## config.mk

```make
export PLATFORM = sky130hd
export DESIGN_NAME = mac_seq_flat
export DESIGN_NICKNAME = d
export VERILOG_FILES = /design/src/rtl/mac_pkg.sv /design/src/rtl/mac_seq_if.sv /design/src/rtl/mac_rd_align.sv /design/src/rtl/mac_seq.sv /design/src/flat_wrapper.sv
export SDC_FILE = /design/constraint.sdc
export NUM_CORES = 1
export LEC_CHECK = 0
export CAP_MARGIN = 10
export CELL_PAD_IN_SITES_DETAIL_PLACEMENT = 0
export CELL_PAD_IN_SITES_GLOBAL_PLACEMENT = 1
export CORE_MARGIN = 3
export CORE_UTILIZATION = 40
export CTS_BUF_LIST = sky130_fd_sc_hd__clkbuf_4 sky130_fd_sc_hd__clkbuf_8 sky130_fd_sc_hd__clkbuf_16
export CTS_CLUSTER_SIZE = 40
export DETAILED_ROUTE_END_ITERATION = 8
export PLACE_DENSITY_LB_ADDON = 0.3
export REMOVE_ABC_BUFFERS = 1
export SLEW_MARGIN = 20
export SYNTH_ARGS = -nofsm -noshare
export SYNTH_HDL_FRONTEND = slang
export SYNTH_HIERARCHICAL = 1
export SYNTH_SLANG_ARGS = --single-unit
```

## constraint.sdc

```tcl
create_clock -name clk -period 5.9 [get_ports clk]
set_input_delay 1.18 -clock clk [delete_from_list [all_inputs] [get_ports clk]]
set_output_delay 1.18 -clock clk [all_outputs]
set_load 0.02 [all_outputs]
```

## src/rtl/mac_pkg.sv

```systemverilog
// Shared types and constants for the mac_col chain head sequencer.
//   state_e    : sequencer FSM states
//   tag_e      : slot tag carried alongside an outstanding memory read
//   INST_*     : instruction encodings consumed by column 0 (i_inst)
//   PAD_SLOTS  : number of leading padding slots in a load burst
package mac_pkg;

  typedef enum logic [2:0] {
    ST_IDLE,
    ST_ARST,
    ST_LOAD,
    ST_EXEC,
    ST_DRAIN,
    ST_DONE
  } state_e;

  typedef enum logic [1:0] {
    TAG_NONE,
    TAG_PAD,
    TAG_LOAD,
    TAG_EXEC
  } tag_e;

  localparam logic [1:0] INST_IDLE = 2'b00;
  localparam logic [1:0] INST_LOAD = 2'b01;
  localparam logic [1:0] INST_EXEC = 2'b10;

  localparam int PAD_SLOTS = 2;

  // Padding slots still present a load instruction, just with zero data.
  function automatic logic [1:0] tag_to_inst(input tag_e t);
    case (t)
      TAG_PAD, TAG_LOAD: return INST_LOAD;
      TAG_EXEC:          return INST_EXEC;
      default:           return INST_IDLE;
    endcase
  endfunction

endpackage

```

## src/rtl/mac_seq_if.sv

```systemverilog
// Bundle of the sequencer's controller handshake, vector-memory read port and
// column-0 feed.
//   master : the sequencer (drives mem_rd/mem_addr, inst/q_out, arr_rst,
//            busy/done; receives job inputs and mem_data)
//   slave  : the surrounding controller + memory + column chain
interface mac_seq_if #(
  parameter int bw      = 8,
  parameter int pr      = 8,
  parameter int addr_bw = 6
) ();

  logic                  start;
  logic                  load_en;
  logic [addr_bw-1:0]    n_query;
  logic [addr_bw-1:0]    key_base;
  logic [addr_bw-1:0]    q_base;
  logic                  mem_rd;
  logic [addr_bw-1:0]    mem_addr;
  logic [pr*bw-1:0]      mem_data;
  logic [1:0]            inst;
  logic [pr*bw-1:0]      q_out;
  logic                  arr_rst;
  logic                  busy;
  logic                  done;

  modport master (
    input  start, load_en, n_query, key_base, q_base, mem_data,
    output mem_rd, mem_addr, inst, q_out, arr_rst, busy, done
  );

  modport slave (
    output start, load_en, n_query, key_base, q_base, mem_data,
    input  mem_rd, mem_addr, inst, q_out, arr_rst, busy, done
  );

endinterface

```

## src/rtl/mac_rd_align.sv

```systemverilog
// Read-alignment stage: carries the slot tag issued with a memory read one
// cycle so it meets the returning data, then registers inst/q_out together.
//   clk, reset  : clock, async active-low reset
//   tag_i       : tag of the slot issued this cycle
//   mem_data_i  : memory read data (valid the cycle after the read)
//   inst_o      : aligned instruction for column 0
//   q_out_o     : aligned operand for column 0 (zero for pad/idle slots)
module mac_rd_align
  import mac_pkg::*;
#(
  parameter int bw = 8,
  parameter int pr = 8
) (
  input  logic             clk,
  input  logic             reset,
  input  tag_e             tag_i,
  input  logic [pr*bw-1:0] mem_data_i,
  output logic [1:0]       inst_o,
  output logic [pr*bw-1:0] q_out_o
);

  tag_e             tag_q;
  logic [1:0]       inst_d, inst_q;
  logic [pr*bw-1:0] q_d, q_q;

  always_comb begin
    // NOTE: every output of a combinational block gets a default first so no
    // path leaves it unassigned and infers a latch.
    inst_d = tag_to_inst(tag_q);
    q_d    = '0;
    if (tag_q == TAG_LOAD || tag_q == TAG_EXEC) q_d = mem_data_i;
  end

  // NOTE: state is updated with non-blocking assignments so every register
  // samples the pre-edge values, independent of statement order.
  always_ff @(posedge clk or negedge reset) begin
    if (!reset) begin
      tag_q  <= TAG_NONE;
      inst_q <= INST_IDLE;
      q_q    <= '0;
    end else begin
      tag_q  <= tag_i;
      inst_q <= inst_d;
      q_q    <= q_d;
    end
  end

  assign inst_o  = inst_q;
  assign q_out_o = q_q;

endmodule

```

## src/rtl/mac_seq.sv

```systemverilog
// Head-of-chain sequencer for mac_col: array reset, key load burst, query
// execute stream, pipeline drain, then a done pulse.
//   clk, reset : clock, async active-low reset
//   bus        : mac_seq_if.master (job handshake, memory read port, column feed)
// Parameters: bw/pr element width and count, col chain length, addr_bw memory
// address width, drain idle cycles after the last instruction (>= col+4).
module mac_seq
  import mac_pkg::*;
#(
  parameter int bw      = 8,
  parameter int pr      = 8,
  parameter int col     = 8,
  parameter int addr_bw = 6,
  parameter int drain   = 12
) (
  input logic       clk,
  input logic       reset,
  mac_seq_if.master bus
);

  localparam int CNT_W = 16;
  typedef logic [CNT_W-1:0]   cnt_t;
  typedef logic [addr_bw-1:0] addr_t;

  localparam cnt_t PAD_CNT    = cnt_t'(PAD_SLOTS);
  localparam cnt_t LOAD_LAST  = cnt_t'(col + PAD_SLOTS - 1);
  // Drain counts from the cycle after the last issue, two cycles before the
  // last instruction reaches column 0, hence the +1.
  localparam cnt_t DRAIN_LAST = cnt_t'(drain + 1);

  state_e state_q;
  cnt_t   cnt_q;
  addr_t  nq_q, kb_q, qb_q;
  logic   mem_rd_q;
  addr_t  mem_addr_q;
  tag_e   tag_q;
  logic   arr_rst_q, busy_q, done_q;

  cnt_t   cnt_inc;
  logic   exec_last;

  assign cnt_inc   = cnt_q + 1'b1;
  assign exec_last = (cnt_inc == cnt_t'(nq_q));

  // Issue registers (mem_rd_q/mem_addr_q/tag_q) describe the slot issued in the
  // current cycle, so each transition loads the slot that follows it.
  always_ff @(posedge clk or negedge reset) begin
    if (!reset) begin
      state_q    <= ST_IDLE;
      cnt_q      <= '0;
      nq_q       <= '0;
      kb_q       <= '0;
      qb_q       <= '0;
      mem_rd_q   <= 1'b0;
      mem_addr_q <= '0;
      tag_q      <= TAG_NONE;
      arr_rst_q  <= 1'b0;
      busy_q     <= 1'b0;
      done_q     <= 1'b0;
    end else begin
      mem_rd_q   <= 1'b0;
      mem_addr_q <= '0;
      tag_q      <= TAG_NONE;
      arr_rst_q  <= 1'b0;
      done_q     <= 1'b0;
      case (state_q)
        ST_IDLE: begin
          if (bus.start) begin
            nq_q   <= bus.n_query;
            kb_q   <= bus.key_base;
            qb_q   <= bus.q_base;
            busy_q <= 1'b1;
            cnt_q  <= '0;
            if (bus.load_en) begin
              state_q   <= ST_ARST;
              arr_rst_q <= 1'b1;
            end else if (bus.n_query != '0) begin
              state_q    <= ST_EXEC;
              mem_rd_q   <= 1'b1;
              mem_addr_q <= bus.q_base;
              tag_q      <= TAG_EXEC;
            end else begin
              state_q <= ST_DONE;
              done_q  <= 1'b1;
            end
          end
        end
        ST_ARST: begin
          state_q <= ST_LOAD;
          cnt_q   <= '0;
          tag_q   <= TAG_PAD;
        end
        ST_LOAD: begin
          if (cnt_q != LOAD_LAST) begin
            cnt_q <= cnt_inc;
            if (cnt_inc >= PAD_CNT) begin
              // Keys go out in reverse so key k settles in column k.
              mem_rd_q   <= 1'b1;
              mem_addr_q <= kb_q + addr_t'(LOAD_LAST - cnt_inc);
              tag_q      <= TAG_LOAD;
            end else begin
              tag_q <= TAG_PAD;
            end
          end else if (nq_q != '0) begin
            state_q    <= ST_EXEC;
            cnt_q      <= '0;
            mem_rd_q   <= 1'b1;
            mem_addr_q <= qb_q;
            tag_q      <= TAG_EXEC;
          end else begin
            state_q <= ST_DRAIN;
            cnt_q   <= '0;
          end
        end
        ST_EXEC: begin
          if (!exec_last) begin
            cnt_q      <= cnt_inc;
            mem_rd_q   <= 1'b1;
            mem_addr_q <= qb_q + addr_t'(cnt_inc);
            tag_q      <= TAG_EXEC;
          end else begin
            state_q <= ST_DRAIN;
            cnt_q   <= '0;
          end
        end
        ST_DRAIN: begin
          if (cnt_q == DRAIN_LAST) begin
            state_q <= ST_DONE;
            done_q  <= 1'b1;
          end else begin
            cnt_q <= cnt_inc;
          end
        end
        ST_DONE: begin
          state_q <= ST_IDLE;
          busy_q  <= 1'b0;
        end
        default: state_q <= ST_IDLE;
      endcase
    end
  end

  mac_rd_align #(.bw(bw), .pr(pr)) u_align (
    .clk        (clk),
    .reset      (reset),
    .tag_i      (tag_q),
    .mem_data_i (bus.mem_data),
    .inst_o     (bus.inst),
    .q_out_o    (bus.q_out)
  );

  assign bus.mem_rd   = mem_rd_q;
  assign bus.mem_addr = mem_addr_q;
  assign bus.arr_rst  = arr_rst_q;
  assign bus.busy     = busy_q;
  assign bus.done     = done_q;

endmodule

```

## src/flat_wrapper.sv

```systemverilog
// flat-port wrapper written by rule: the top's interface ports become plain ports
module mac_seq_flat import mac_pkg::*;
#(
  parameter int bw      = 8,
  parameter int pr      = 8,
  parameter int col     = 8,
  parameter int addr_bw = 6,
  parameter int drain   = 12
)
  (clk, reset, bus_start, bus_load_en, bus_n_query, bus_key_base, bus_q_base, bus_mem_data, bus_mem_rd, bus_mem_addr, bus_inst, bus_q_out, bus_arr_rst, bus_busy, bus_done);
  mac_seq_if #(.bw(bw), .pr(pr), .addr_bw(addr_bw)) bus_i ();
  input logic clk;
  input logic reset;
  input wire logic [$bits(bus_i.start)-1:0] bus_start;
  input wire logic [$bits(bus_i.load_en)-1:0] bus_load_en;
  input wire logic [$bits(bus_i.n_query)-1:0] bus_n_query;
  input wire logic [$bits(bus_i.key_base)-1:0] bus_key_base;
  input wire logic [$bits(bus_i.q_base)-1:0] bus_q_base;
  input wire logic [$bits(bus_i.mem_data)-1:0] bus_mem_data;
  output wire logic [$bits(bus_i.mem_rd)-1:0] bus_mem_rd;
  output wire logic [$bits(bus_i.mem_addr)-1:0] bus_mem_addr;
  output wire logic [$bits(bus_i.inst)-1:0] bus_inst;
  output wire logic [$bits(bus_i.q_out)-1:0] bus_q_out;
  output wire logic [$bits(bus_i.arr_rst)-1:0] bus_arr_rst;
  output wire logic [$bits(bus_i.busy)-1:0] bus_busy;
  output wire logic [$bits(bus_i.done)-1:0] bus_done;
  assign bus_i.start = bus_start;
  assign bus_i.load_en = bus_load_en;
  assign bus_i.n_query = bus_n_query;
  assign bus_i.key_base = bus_key_base;
  assign bus_i.q_base = bus_q_base;
  assign bus_i.mem_data = bus_mem_data;
  assign bus_mem_rd = bus_i.mem_rd;
  assign bus_mem_addr = bus_i.mem_addr;
  assign bus_inst = bus_i.inst;
  assign bus_q_out = bus_i.q_out;
  assign bus_arr_rst = bus_i.arr_rst;
  assign bus_busy = bus_i.busy;
  assign bus_done = bus_i.done;
  mac_seq #(.bw(bw), .pr(pr), .col(col), .addr_bw(addr_bw), .drain(drain)) u_core (.clk(clk), .reset(reset), .bus(bus_i));
endmodule
```

==> Flow_metrics.wiki <==
{| class="wikitable"
! Metric !! Value
|-
| Number of nets still failing antenna checks after routing || 0
|-
| Number of instances in the synthesized netlist || 492
|-
| Worst reg2reg setup slack || 2.54 ns
|-
| Average cell area after synthesis || 11.32 µm²
|-
| Sink Count || 117
|-
| Category of the worst setup path capture point || flop
|-
| Global-route wire length before repair || 22,490 µm
|-
| Fraction of layout instances using a drive strength above 1 || 0.09370
|-
| Clock share of power || 0.224
|-
| Post-CTS Setup Bufs || 0
|-
| RePlAce Congestion || 0.9031
|-
| Antenna diodes || 0
|-
| Die Y || 124.0 µm
|-
| Min-delay worst type || reg -> reg
|-
| Leakage || 3.302 nW
|-
| Run status || finished, final reports clean
|-
| Combined area of all synthesized cells || 5568 µm²
|-
| Number of resized instances in the post-cts repair step || 0
|-
| Final hold vios || 0
|-
| Number of synthesized register bits || 117
|-
| Inserted Clock Buffers || 17
|-
| Predominant post-synthesis flop cell || sky130_fd_sc_hd__dfrtp_1
|-
| Fmax achieved || 297.9 MHz
|-
| Number of unique standard cell types used by synthesis || 56
|-
| Logic gate share of total power || 0.479
|-
| Net switching power of the design || 1.676 mW
|-
| Data arrival at the endpoint of the critical path || 3.61 ns
|-
| Clock latency at the later pin of the worst-skew pair || 0.42 ns
|-
| Maxcap violations || 0
|-
| Biggest fanout along the worst timing path || 14
|-
| EDFF count, synth || 0
|-
| Maximum level of the CTS H-tree || 4
|-
| Crit path time final || 3.356 ns
|-
| Total routing resource utilization after global routing || 0.1919
|-
| Row cnt || 42
|-
| Filler cell count in the final layout || 1,143
|-
| Area of the multi-input gates || 2350 µm²
|-
| Number of warning messages in the yosys log || 6
|-
| DR pass1 iterations || 5
|-
| HPWL reported at the end of detailed placement || 10,250 µm
|-
| XOR/XNOR share of the synthesized area || 0.04292
|-
| Internal power consumption || 2.755 mW
|-
| Setup TNS || 0 ns
|-
| Setup repair after global routing missed its margin || no
|-
| Synthesis-to-layout area growth || 39.80%
|-
| Worst slew slack as a fraction of its limit || 0.4536
|-
| Multiplexer area fraction after synthesis || 0.03393
|-
| Total grt overflow || 0
|-
| Measured slew at the worst slew-check pin || 0.8196 ns
|-
| Portion of the post-synthesis area used by sequential elements || 0.5258
|-
| Number of nets in the finished design || 746
|-
| Remaining routing DRC violations || 0
|-
| Ports || 162
|-
| Count of final setup violators || 0
|-
| Clock Skew || 0.007094 ns
|-
| Width of the chip || 124.0 µm
|-
| Simple-gate area share of the yosys netlist || 0.1128
|-
| Total count of max-transition violations in the final report || 0
|-
| Path type of the worst setup path || reg -> reg
|-
| Clock-pin slew on the worst setup and hold paths || 0.06 ns
|-
| Fraction of power spent switching nets || 0.3783
|-
| Number of design-rule violations left by the first detailed-router iteration || 278
|-
| Worst supply voltage drop on vdd || 0.0002864 V
|-
| Wire per inst || 17.55 µm
|-
| Critical path, cell by cell || nand3_2 -> nor3_1 -> mux2i_1 -> or4_4 -> o41ai_4 -> and4_1 -> a211oi_1
|-
| CTS tree || done
|-
| Core area || 13,450 µm²
|-
| Vias after detailed routing || 4,275
|-
| Count of port buffers added during placement || 161
|-
| Full die area || 15,370 µm²
|-
| Critical Path RT || 6.16 ns
|-
| Post-CTS Hold Fix Bufs || 0
|-
| Share of the cycle needed by the critical path after routing || 0.5689
|-
| Cell at the root of the clock tree || sky130_fd_sc_hd__clkbuf_16
|-
| Slowest stage cell on the critical path || sky130_fd_sc_hd__o41ai_4
|-
| Drt via density || 5.169
|-
| Initial core utilization || 0.4139
|-
| Number of antenna violations at the first check in global routing || 0
|-
| Power density over cell area || 569.4 nW/µm²
|-
| Sequential power share || 0.297
|-
| Number of global-route vias before repair || 4,255
|-
| Total wire length after detailed routing || 14,510 µm
|-
| Fraction of synthesis flops using an asynchronous set or reset pin || 1.000
|-
| Critical Path Source Type || flop
|-
| Number of buffers between clock root and the deepest sink || 2
|-
| Final hold slack || 0.3516 ns
|-
| Area share of fa/ha/maj cells after synthesis || 0.04764
|-
| Critical path's largest stage delay || 0.61 ns
|-
| Dominant combinational cell family by area after synthesis || compound AO/OA/AOI/OAI gates
|-
| Pin count of the biggest net entering global routing || 66
|-
| Area occupied by registers || 2928 µm²
|-
| Share of the synthesized area in compound gates (AO/OA/AOI/OAI) || 0.1773
|}
## cell usage in the layout (no fill, tap or decap), types with 8 or more instances in the layout
cell and instances:
sky130_fd_sc_hd__clkdlybuf4s50_1 160, sky130_fd_sc_hd__dfrtp_1 117, sky130_fd_sc_hd__o21a_1 64, sky130_fd_sc_hd__nor2_1 33
sky130_fd_sc_hd__inv_1 25, sky130_fd_sc_hd__o21ai_0 23, sky130_fd_sc_hd__nand2_1 19, sky130_fd_sc_hd__clkbuf_16 17
sky130_fd_sc_hd__ha_1 16, sky130_fd_sc_hd__mux2_2 15, sky130_fd_sc_hd__xnor2_1 14, sky130_fd_sc_hd__a21oi_1 11
sky130_fd_sc_hd__nor3_1 9, sky130_fd_sc_hd__nand3_1 8, sky130_fd_sc_hd__xor2_1 8
## area by class of cell
type,instances,share of cell area
inverters,25,0.01206
repair buffers,163,0.2086
well taps,176,0.02829
clock inverters,9,0.01366
multi-input cells,316,0.3019
flip-flops and latches,117,0.3761
clock buffers,21,0.05932
## metal layers
metal  vias to the layer above  global-route usage  part of all wire
met4                         0             0.06092             0.011
met2                       163              0.3126              0.48
li1                       2031                   -                 -
met1                      2068              0.2364              0.42
met3                        13             0.07266             0.094
met5                         -                   0                 0
## sequential cells by signal, indices dropped and copies added (netlist names), 2 cells and up
signal and cells:
u_core/cnt_q 16, u_core/u_align/inst_o 2, u_core/nq_q 6, u_core/u_align/q_out_o 64, u_core/qb_q 6, u_core/state_q 3, u_core/bus.mem_addr 6, u_core/tag_q 2
u_core/u_align/tag_q 2, u_core/kb_q 6
## final timing paths
kind                                                     endpoint  cells past startpoint                   startpoint
worst max register to register        u_core/cnt_q[5]$_DFFE_PN0P_                      7  u_core/cnt_q[2]$_DFFE_PN0P_
worst min-delay path            u_core/u_align/tag_q[0]$_DFF_PN0_                      0    u_core/tag_q[0]$_DFF_PN0_
min in group asynchronous             u_core/cnt_q[6]$_DFFE_PN0P_                      1                        reset
worst min register to register  u_core/u_align/tag_q[0]$_DFF_PN0_                      0    u_core/tag_q[0]$_DFF_PN0_
worst max-delay path                  u_core/cnt_q[5]$_DFFE_PN0P_                      7  u_core/cnt_q[2]$_DFFE_PN0P_
max in group asynchronous             u_core/cnt_q[9]$_DFFE_PN0P_                      2                        reset
## metrics by stage
step,cell area (µm²),power [mW],utilization,worst slack [ns],std cells
CTS,7772,4.461,0.5778,2.173,827
global placement,7184,3.385,0.5340,2.339,797
floorplan,5330,2.595,-,2.441,458
finish,7784,4.432,0.5786,2.544,827
global route,7784,4.739,0.5786,2.248,827
detailed placement,7204,3.448,0.5355,2.222,797
## critical path: cells and delay by family, from the launching register on
kind               cells  cell delay, ns
muxes                  1            0.14
AOI/OAI and AO/OA      2            0.70
DFF                    1            0.60
and+or+nand+nor        4            1.75
## synth_stat cells (4+ instances only)
| cell type | n | area (µm²) |
|---|---|---|
| sky130_fd_sc_hd__a21o_1 | 7 | 52.55 |
| sky130_fd_sc_hd__a21oi_1 | 11 | 55.05 |
| sky130_fd_sc_hd__a22oi_1 | 7 | 52.55 |
| sky130_fd_sc_hd__buf_2 | 4 | 20.02 |
| sky130_fd_sc_hd__buf_6 | 14 | 157.7 |
| sky130_fd_sc_hd__clkbuf_1 | 16 | 60.06 |
| sky130_fd_sc_hd__dfrtp_1 | 117 | 2928 |
| sky130_fd_sc_hd__ha_1 | 18 | 225.2 |
| sky130_fd_sc_hd__inv_1 | 25 | 93.84 |
| sky130_fd_sc_hd__mux2_2 | 15 | 168.9 |
| sky130_fd_sc_hd__nand2_1 | 19 | 71.32 |
| sky130_fd_sc_hd__nand3_1 | 8 | 40.04 |
| sky130_fd_sc_hd__nand4_1 | 4 | 25.02 |
| sky130_fd_sc_hd__nor2_1 | 33 | 123.9 |
| sky130_fd_sc_hd__nor3_1 | 10 | 50.05 |
| sky130_fd_sc_hd__nor4_1 | 6 | 37.54 |
| sky130_fd_sc_hd__o21a_1 | 64 | 480.5 |
| sky130_fd_sc_hd__o21ai_0 | 23 | 115.1 |
| sky130_fd_sc_hd__o221ai_1 | 5 | 43.79 |
| sky130_fd_sc_hd__o31ai_1 | 5 | 37.54 |
| sky130_fd_sc_hd__xnor2_1 | 14 | 122.6 |
| sky130_fd_sc_hd__xor2_1 | 8 | 70.07 |
## kinds of logic after synthesis
group / count (synthesis)
xor+xnor: 24
simple gates: 114
mux: 17
flops: 117
fa+ha+maj: 20
compound gates: 141
buf+inv: 59
## power by group through the flow
stage / logic, mW / clock network [mW] / registers, mW
6_report: 2.12 / 0.991 / 1.32
5_1_grt: 2.33 / 1.05 / 1.35
4_1_cts: 2.14 / 1.00 / 1.32
3_5_place_dp: 2.12 / 0 / 1.33
3_3_place_gp: 2.07 / 0 / 1.31
2_1_floorplan: 1.05 / 0 / 1.55
(Power assumes the default switching activity.)
